--- src/rtl/alu_md.sv ---
// -----------------------------------------------------------------------------
// alu_md : execute-stage ALU with an iterative multiply/divide unit and the
//          architectural HI/LO registers.
//
// Single-cycle ops (add/sub/logic/compare/LUI/shifts/MFHI/MFLO) drive o_y
// combinationally. MULT/MULTU/DIV/DIVU run as an IDLE -> RUN -> DONE sequence,
// with one radix-2 step per RUN cycle. HI/LO are committed at the end of the
// DONE cycle.
//
// Ports
//   clk          clock, rising edge
//   rst          asynchronous active-high reset
//   i_a, i_b     operands (a = rs / shamt source, b = rt / immediate)
//   i_op         8-bit operation code
//   i_start      EX holds a real instruction this cycle
//   i_cancel     flush; aborts any multiply/divide in flight
//   o_y          combinational result
//   o_overflow   signed overflow (ADD/SUB only)
//   o_zero       o_y == 0
//   o_hi, o_lo   current HI/LO contents
//   o_stall      stall request to hazard control
//   o_done       one-cycle pulse; HI/LO are written at the end of this cycle
// -----------------------------------------------------------------------------
module alu_md #(
  parameter  int WIDTH = 32,
  localparam int SHW   = $clog2(WIDTH)
) (
  input  logic             clk,
  input  logic             rst,
  input  logic [WIDTH-1:0] i_a,
  input  logic [WIDTH-1:0] i_b,
  input  logic [7:0]       i_op,
  input  logic             i_start,
  input  logic             i_cancel,
  output logic [WIDTH-1:0] o_y,
  output logic             o_overflow,
  output logic             o_zero,
  output logic [WIDTH-1:0] o_hi,
  output logic [WIDTH-1:0] o_lo,
  output logic             o_stall,
  output logic             o_done
);

  // Operation codes (EXE_*_OP encodings of the core)
  localparam logic [7:0] OP_AND   = 8'b0010_0100;
  localparam logic [7:0] OP_OR    = 8'b0010_0101;
  localparam logic [7:0] OP_XOR   = 8'b0010_0110;
  localparam logic [7:0] OP_NOR   = 8'b0010_0111;
  localparam logic [7:0] OP_SLL   = 8'b0111_1100;
  localparam logic [7:0] OP_SRL   = 8'b0000_0010;
  localparam logic [7:0] OP_SRA   = 8'b0000_0011;
  localparam logic [7:0] OP_MFHI  = 8'b0001_0000;
  localparam logic [7:0] OP_MTHI  = 8'b0001_0001;
  localparam logic [7:0] OP_MFLO  = 8'b0001_0010;
  localparam logic [7:0] OP_MTLO  = 8'b0001_0011;
  localparam logic [7:0] OP_SLT   = 8'b0010_1010;
  localparam logic [7:0] OP_SLTU  = 8'b0010_1011;
  localparam logic [7:0] OP_ADD   = 8'b0010_0000;
  localparam logic [7:0] OP_ADDU  = 8'b0010_0001;
  localparam logic [7:0] OP_SUB   = 8'b0010_0010;
  localparam logic [7:0] OP_SUBU  = 8'b0010_0011;
  localparam logic [7:0] OP_MULT  = 8'b0001_1000;
  localparam logic [7:0] OP_MULTU = 8'b0001_1001;
  localparam logic [7:0] OP_DIV   = 8'b0001_1010;
  localparam logic [7:0] OP_DIVU  = 8'b0001_1011;
  localparam logic [7:0] OP_LUI   = 8'b0101_1100;

  typedef enum logic [1:0] {S_IDLE, S_RUN, S_DONE} state_t;

  state_t           r_state;
  state_t           w_state_next;
  logic [SHW-1:0]   r_cnt;
  logic [WIDTH-1:0] r_acc;      // product high half / partial remainder
  logic [WIDTH-1:0] r_q;        // multiplier bits / dividend bits -> quotient
  logic [WIDTH-1:0] r_m;        // multiplicand / divisor magnitude
  logic [WIDTH-1:0] r_a_raw;    // original dividend, returned as HI on /0
  logic             r_is_div;
  logic             r_neg;      // product or quotient must be negated
  logic             r_rem_neg;  // remainder takes the dividend's sign
  logic             r_div0;
  logic [WIDTH-1:0] r_hi;
  logic [WIDTH-1:0] r_lo;

  // ---------------------------------------------------------------------------
  // Single-cycle datapath
  // ---------------------------------------------------------------------------
  logic [WIDTH-1:0] w_sum;
  logic [WIDTH-1:0] w_diff;
  logic [WIDTH-1:0] w_lui;
  logic [SHW-1:0]   w_sh;

  assign w_sum  = i_a + i_b;
  assign w_diff = i_a - i_b;
  assign w_sh   = i_a[SHW-1:0];

  // LUI only makes sense when a 16-bit immediate fits in the upper half.
  generate
    if (WIDTH >= 32) begin : g_lui
      assign w_lui = {i_b[15:0], {(WIDTH-16){1'b0}}};
    end else begin : g_no_lui
      assign w_lui = '0;
    end
  endgenerate

  always_comb begin
    o_y = '0;
    case (i_op)
      OP_ADD, OP_ADDU: o_y = w_sum;
      OP_SUB, OP_SUBU: o_y = w_diff;
      OP_AND:          o_y = i_a & i_b;
      OP_OR:           o_y = i_a | i_b;
      OP_XOR:          o_y = i_a ^ i_b;
      OP_NOR:          o_y = ~(i_a | i_b);
      OP_SLT:          o_y = {{(WIDTH-1){1'b0}}, ($signed(i_a) < $signed(i_b))};
      OP_SLTU:         o_y = {{(WIDTH-1){1'b0}}, (i_a < i_b)};
      OP_LUI:          o_y = w_lui;
      OP_SLL:          o_y = i_b << w_sh;
      OP_SRL:          o_y = i_b >> w_sh;
      OP_SRA:          o_y = $unsigned($signed(i_b) >>> w_sh);
      OP_MFHI:         o_y = r_hi;
      OP_MFLO:         o_y = r_lo;
      default:         o_y = '0;
    endcase
  end

  always_comb begin
    o_overflow = 1'b0;
    case (i_op)
      OP_ADD: o_overflow = (i_a[WIDTH-1] == i_b[WIDTH-1]) && (w_sum[WIDTH-1]  != i_a[WIDTH-1]);
      OP_SUB: o_overflow = (i_a[WIDTH-1] != i_b[WIDTH-1]) && (w_diff[WIDTH-1] != i_a[WIDTH-1]);
      default: o_overflow = 1'b0;
    endcase
  end

  assign o_zero = (o_y == '0);
  assign o_hi   = r_hi;
  assign o_lo   = r_lo;

  // ---------------------------------------------------------------------------
  // Multiply/divide decode and operand conditioning
  // ---------------------------------------------------------------------------
  logic             w_is_md;
  logic             w_op_signed;
  logic             w_a_neg;
  logic             w_b_neg;
  logic [WIDTH-1:0] w_a_mag;
  logic [WIDTH-1:0] w_b_mag;
  logic             w_accept;
  logic             w_commit;

  assign w_is_md     = i_op inside {OP_MULT, OP_MULTU, OP_DIV, OP_DIVU};
  assign w_op_signed = (i_op == OP_MULT) || (i_op == OP_DIV);
  assign w_a_neg     = w_op_signed & i_a[WIDTH-1];
  assign w_b_neg     = w_op_signed & i_b[WIDTH-1];
  // The most-negative value maps onto itself, which is its correct unsigned
  // magnitude, so MIN / -1 naturally yields lo = MIN, hi = 0.
  assign w_a_mag     = w_a_neg ? ('0 - i_a) : i_a;
  assign w_b_mag     = w_b_neg ? ('0 - i_b) : i_b;
  assign w_accept    = (r_state == S_IDLE) && i_start && w_is_md && !i_cancel;
  assign w_commit    = (r_state == S_DONE) && !i_cancel;

  // One radix-2 step: shift-add multiply (LSB first) or restoring divide.
  logic [WIDTH:0]   w_mul_sum;
  logic [WIDTH:0]   w_rem_sh;
  logic [WIDTH:0]   w_trial;
  logic             w_q_bit;

  assign w_mul_sum = {1'b0, r_acc} + (r_q[0] ? {1'b0, r_m} : {(WIDTH+1){1'b0}});
  assign w_rem_sh  = {r_acc, r_q[WIDTH-1]};
  assign w_trial   = w_rem_sh - {1'b0, r_m};
  assign w_q_bit   = !w_trial[WIDTH];

  // Final sign correction of the magnitude result.
  logic [2*WIDTH-1:0] w_prod;
  logic [WIDTH-1:0]   w_quo;
  logic [WIDTH-1:0]   w_rem;

  assign w_prod = r_neg     ? ('0 - {r_acc, r_q}) : {r_acc, r_q};
  assign w_quo  = r_neg     ? ('0 - r_q)          : r_q;
  assign w_rem  = r_rem_neg ? ('0 - r_acc)        : r_acc;

  // ---------------------------------------------------------------------------
  // FSM
  // ---------------------------------------------------------------------------
  always_ff @(posedge clk or posedge rst) begin
    if (rst) r_state <= S_IDLE;
    else     r_state <= w_state_next;
  end

  always_comb begin
    w_state_next = r_state;
    o_stall      = 1'b0;
    o_done       = 1'b0;
    case (r_state)
      S_IDLE: begin
        if (w_accept) begin
          w_state_next = S_RUN;
          o_stall      = 1'b1;
        end
      end
      S_RUN: begin
        o_stall = 1'b1;
        if (i_cancel)
          w_state_next = S_IDLE;
        else if (r_cnt == SHW'(WIDTH-1))
          w_state_next = S_DONE;
      end
      S_DONE: begin
        // Stall already released so the MD instruction leaves EX now.
        o_done       = !i_cancel;
        w_state_next = S_IDLE;
      end
      default: w_state_next = S_IDLE;
    endcase
  end

  // ---------------------------------------------------------------------------
  // Iteration datapath and HI/LO
  // ---------------------------------------------------------------------------
  always_ff @(posedge clk or posedge rst) begin
    if (rst) begin
      r_cnt     <= '0;
      r_acc     <= '0;
      r_q       <= '0;
      r_m       <= '0;
      r_a_raw   <= '0;
      r_is_div  <= 1'b0;
      r_neg     <= 1'b0;
      r_rem_neg <= 1'b0;
      r_div0    <= 1'b0;
      r_hi      <= '0;
      r_lo      <= '0;
    end else begin
      if (w_accept) begin
        r_cnt     <= '0;
        r_acc     <= '0;
        r_q       <= w_a_mag;
        r_m       <= w_b_mag;
        r_a_raw   <= i_a;
        r_is_div  <= (i_op == OP_DIV) || (i_op == OP_DIVU);
        r_neg     <= w_a_neg ^ w_b_neg;
        r_rem_neg <= w_a_neg;
        r_div0    <= (i_b == '0);
      end else if (r_state == S_RUN) begin
        r_cnt <= r_cnt + SHW'(1);
        if (r_is_div) begin
          r_acc <= w_q_bit ? w_trial[WIDTH-1:0] : w_rem_sh[WIDTH-1:0];
          r_q   <= {r_q[WIDTH-2:0], w_q_bit};
        end else begin
          r_acc <= w_mul_sum[WIDTH:1];
          r_q   <= {w_mul_sum[0], r_q[WIDTH-1:1]};
        end
      end

      if (w_commit) begin
        if (r_is_div) begin
          if (r_div0) begin
            r_lo <= '1;
            r_hi <= r_a_raw;
          end else begin
            r_lo <= w_quo;
            r_hi <= w_rem;
          end
        end else begin
          r_hi <= w_prod[2*WIDTH-1:WIDTH];
          r_lo <= w_prod[WIDTH-1:0];
        end
      end else if ((r_state == S_IDLE) && i_start && !i_cancel) begin
        if (i_op == OP_MTHI) r_hi <= i_a;
        if (i_op == OP_MTLO) r_lo <= i_a;
      end
    end
  end

endmodule

--- config.mk ---
export PLATFORM = sky130hd
export DESIGN_NAME = alu_md
export DESIGN_NICKNAME = d
export VERILOG_FILES = /design/src/rtl/alu_md.sv
export SDC_FILE = /design/constraint.sdc
export NUM_CORES = 2
export LEC_CHECK = 0
export CAP_MARGIN = 20
export CORE_MARGIN = 2
export CORE_UTILIZATION = 65
export CTS_CLUSTER_SIZE = 14
export DETAILED_ROUTE_END_ITERATION = 8
export MAX_ROUTING_LAYER = met4
export PLACE_DENSITY = 0.9
export REMOVE_ABC_BUFFERS = 1
export SLEW_MARGIN = 40
export SYNTH_ARGS = -nofsm -noshare
export SYNTH_HDL_FRONTEND = slang
export SYNTH_SLANG_ARGS = --single-unit
--- constraint.sdc ---
create_clock -name clk -period 20.6 [get_ports clk]
set_clock_uncertainty 0.2 [all_clocks]
set_input_delay 4.12 -clock clk [delete_from_list [all_inputs] [get_ports clk]]
set_output_delay 4.12 -clock clk [all_outputs]
set_load 0.02 [all_outputs]
==> run summary <==
vias in the first global route - 29200
setup TNS - 0 ps
Yosys reg bits - 203
core box area - 39700 um2
# IOs - 176
global-route wire length before repair - 175000 um
Layout Cells excl Fill - 4019
CTS root buf - clkbuf_16
Core Rows - 73
Hold Buf Count CTS - 0
Synth Warn # - 0
fraction of registers with async set/reset - 1.00
commonest cells after routing, fill and taps aside - o21ai_0, nor2_1, nand2_1
Slowest cell on crit path - clkdlybuf4s50_1
IO Port Bufs - 175
HP Start - r_m[27]
Post-CTS Resized - 0
period utilization - 0.682
ratio of cells with drive above 1 in the final layout - 0.0825
worst r2r src - r_q[0]
commonest register cell after synthesis - dfrtp_1
fill cell count - 3141
routed wire length - 118000 um
Post-DP HPWL - 85300 um
Peak VDD IR - 71.6 uV
post-synth cell types - 99
r2r setup slk - 15280 ps
largest net degree at the start of global routing - 141
initial antenna violation count - 3
critical path, cell by cell - clkdlybuf4s50_1, inv_1, ha_1, o211ai_1, a2111oi_0, nand3_1, o21ai_0, xor2_1, a21oi_1, o2111ai_1, nor4_1, nand4bb_1, nor4_2, clkdlybuf4s50_1
syn avg cell area - 7.53 um2
worst path bufs/invs - 3
Worst Hold Class - register to register
delay-heaviest family, CP - compound AO/OA/AOI/OAI gates
leakage power - 12.2 nW
CP Class - primary input to output port
Slew headroom - 0.386
RSZ-0062 raised after global routing - false
clock buffer depth - 3
Worst Setup End Kind - output port
fmax - 0.0711 GHz
Hold Violations, Final - 0
status - complete, but fails checks
total die area - 41900 um2
min Tclk post-route - 14060 ps
Max stage delay on crit path - 850 ps
Remaining DRCs - 6
Die Y-Extent - 205 um
clk_lat worst skew - 550 ps
Design Area, Final - 28900 um2
Placement Cell Area - 28000 um2
RD Place Congestion - 1.24
Final WS setup - 6540 ps
path depth of the worst reg2reg path - 15
die width - 205 um
failing checks - design-rule violations
drt pass-1 iters - 9
commonest non-fill, non-tap cell in the layout - o21ai_0
CTS tree - yes
Final ANT Viol Nets - 0
DR vias/cell - 7.69
Power Dens Cells - 72.7 nW/um2
placed insts - 3972
worst hold path endpoint - r_m[27]
effective utilization at floorplan - 0.658
GRT Total Usage - 0.563
H-tree levels - 1
Slew Viols, Final - 0
Syn Inst Count - 3473
hold_ws - 280 ps
critical path required time - 16280 ps
TritonCTS Buffers - 24
Setup Buffers After CTS - 0
Clock Sinks - 203
synthesized area - 26200 um2
DR vias - 30900
Setup violations, final - 0
sequential area share after synthesis - 0.194
Post-synth EDFFs - 0
critical path fanouts, max - 14
Iter 0 DRT Violations - 5772
Worst path depth - 14
grt total ovfl - 0
max-cap violation count - 0
clock-pin slew on the worst setup and hold paths - 60 ps
Place WS - 6860 ps
worst slew pin tran - 913 ps
Final nets - 3723
WP data arrival - 9740 ps
reg2reg end - r_acc[29]
routed len/inst - 29.5 um
most prevalent standard cell on the critical path - clkdlybuf4s50_1
cell depth of the worst hold path - 2
area grow syn2layout - 10.3%
crit start category - primary input
[worst reg2reg max path, cell delays in order (launching register included)]
cell,delay [ps]
dfrtp_1,510
inv_1,100
buf_4,380
nor2_1,170
fa_1,460
a21o_1,180
a21o_1,220
a2111oi_0,670
o21bai_1,270
a31oi_1,580
o21ai_0,310
a31o_2,310
a31o_2,270
nor4_1,280
nor2_1,130
o22ai_1,180
[per-stage QoR]
stage | utilization | power (W)
after detailed placement | 0.703 | 0.00156
after CTS | 0.725 | 0.00203
after global routing | 0.726 | 0.00218
after floorplan | - | 0.00124
final | 0.726 | 0.00210
after global placement | 0.703 | 0.00152
[sequential cells by signal, indices dropped and copies added (netlist names)]
name / cells
r_acc: 32
o_lo: 32
r_q: 32
r_is_div: 1
r_div0: 1
o_hi: 32
r_a_raw: 32
r_state: 2
r_neg: 1
r_m: 32
r_cnt: 5
r_rem_neg: 1
[worst max-delay path by stage]
stage	from	end	slack, ps
2_1_floorplan	i_a[2]	o_zero	8070
3_3_place_gp	i_a[11]	o_zero	6820
3_5_place_dp	i_b[17]	o_zero	6860
4_1_cts	i_a[11]	o_zero	6830
5_1_grt	i_b[17]	o_zero	6490
6_report	i_b[17]	o_zero	6540
[synth_stat cells, types with 12 or more instances]
cell	count	area [um2]
a221oi_1	22	193
a221o_1	12	120
nand4_1	25	156
nand2b_1	36	225
buf_1	21	78.8
or4_1	19	143
a21o_1	54	405
a22oi_1	77	578
o221ai_1	29	254
and3_1	22	138
inv_1	157	589
nor2b_1	28	175
o21a_1	22	165
or2_2	18	113
o21ai_0	340	1700
o21bai_1	25	188
ha_1	169	2110
mux2i_1	146	1460
and2_1	17	106
mux2_2	58	653
clkbuf_1	187	702
nor4_1	33	206
mux4_2	33	743
a211oi_1	66	495
o22ai_1	32	200
nand3_1	53	265
buf_2	38	190
nor2_1	336	1260
nand2_1	310	1160
xnor2_1	99	867
o211ai_1	54	405
nor3_1	70	350
a31oi_1	27	169
a21oi_1	301	1510
dfrtp_1	203	5080
o31ai_1	35	263
xor2_1	54	473
or3_1	20	125
[area by class of cell]
cell class / count / area (um2) / area share
antenna: 4 / 10.0 / 0.000347
clock inverter: 11 / 171 / 0.00594
tap: 525 / 657 / 0.0228
timing repair buffer: 240 / 2240 / 0.0777
sequential: 203 / 5080 / 0.176
clock buffer: 31 / 688 / 0.0238
multi-input combinational: 2842 / 19400 / 0.672
inverter: 163 / 624 / 0.0216
[routing by layer]
layer  GRT usage  vias to the layer above  part of all wire
li1            -                    12900                 -
met1       0.674                    14200              0.34
met2       0.799                     3000              0.41
met3       0.194                      834              0.17
met4       0.371                        0             0.085
met5           -                        -                 0
[power breakdown]
part	leakage [nW]	total [W]	internal [W]	switching [W]
Clock	0.417	0.000475	0.000286	0.000189
Combinational	9.18	0.00104	0.000411	0.000627
Sequential	2.63	0.000585	0.000457	0.000128
[kinds of logic after synthesis]
| family | after synthesis | share of synthesized area |
|---|---|---|
| AO/OA/AOI/OAI | 1246 | 0.307 |
| XOR/XNOR | 153 | 0.0512 |
| adder cells (fa/ha/maj) | 173 | 0.0839 |
| buffers and inverters | 428 | 0.0686 |
| flip-flops | 203 | 0.194 |
| multiplexers | 238 | 0.110 |
| AND/OR/NAND/NOR | 1032 | 0.186 |
No activity file was read; power rests on OpenSTA's default activity.
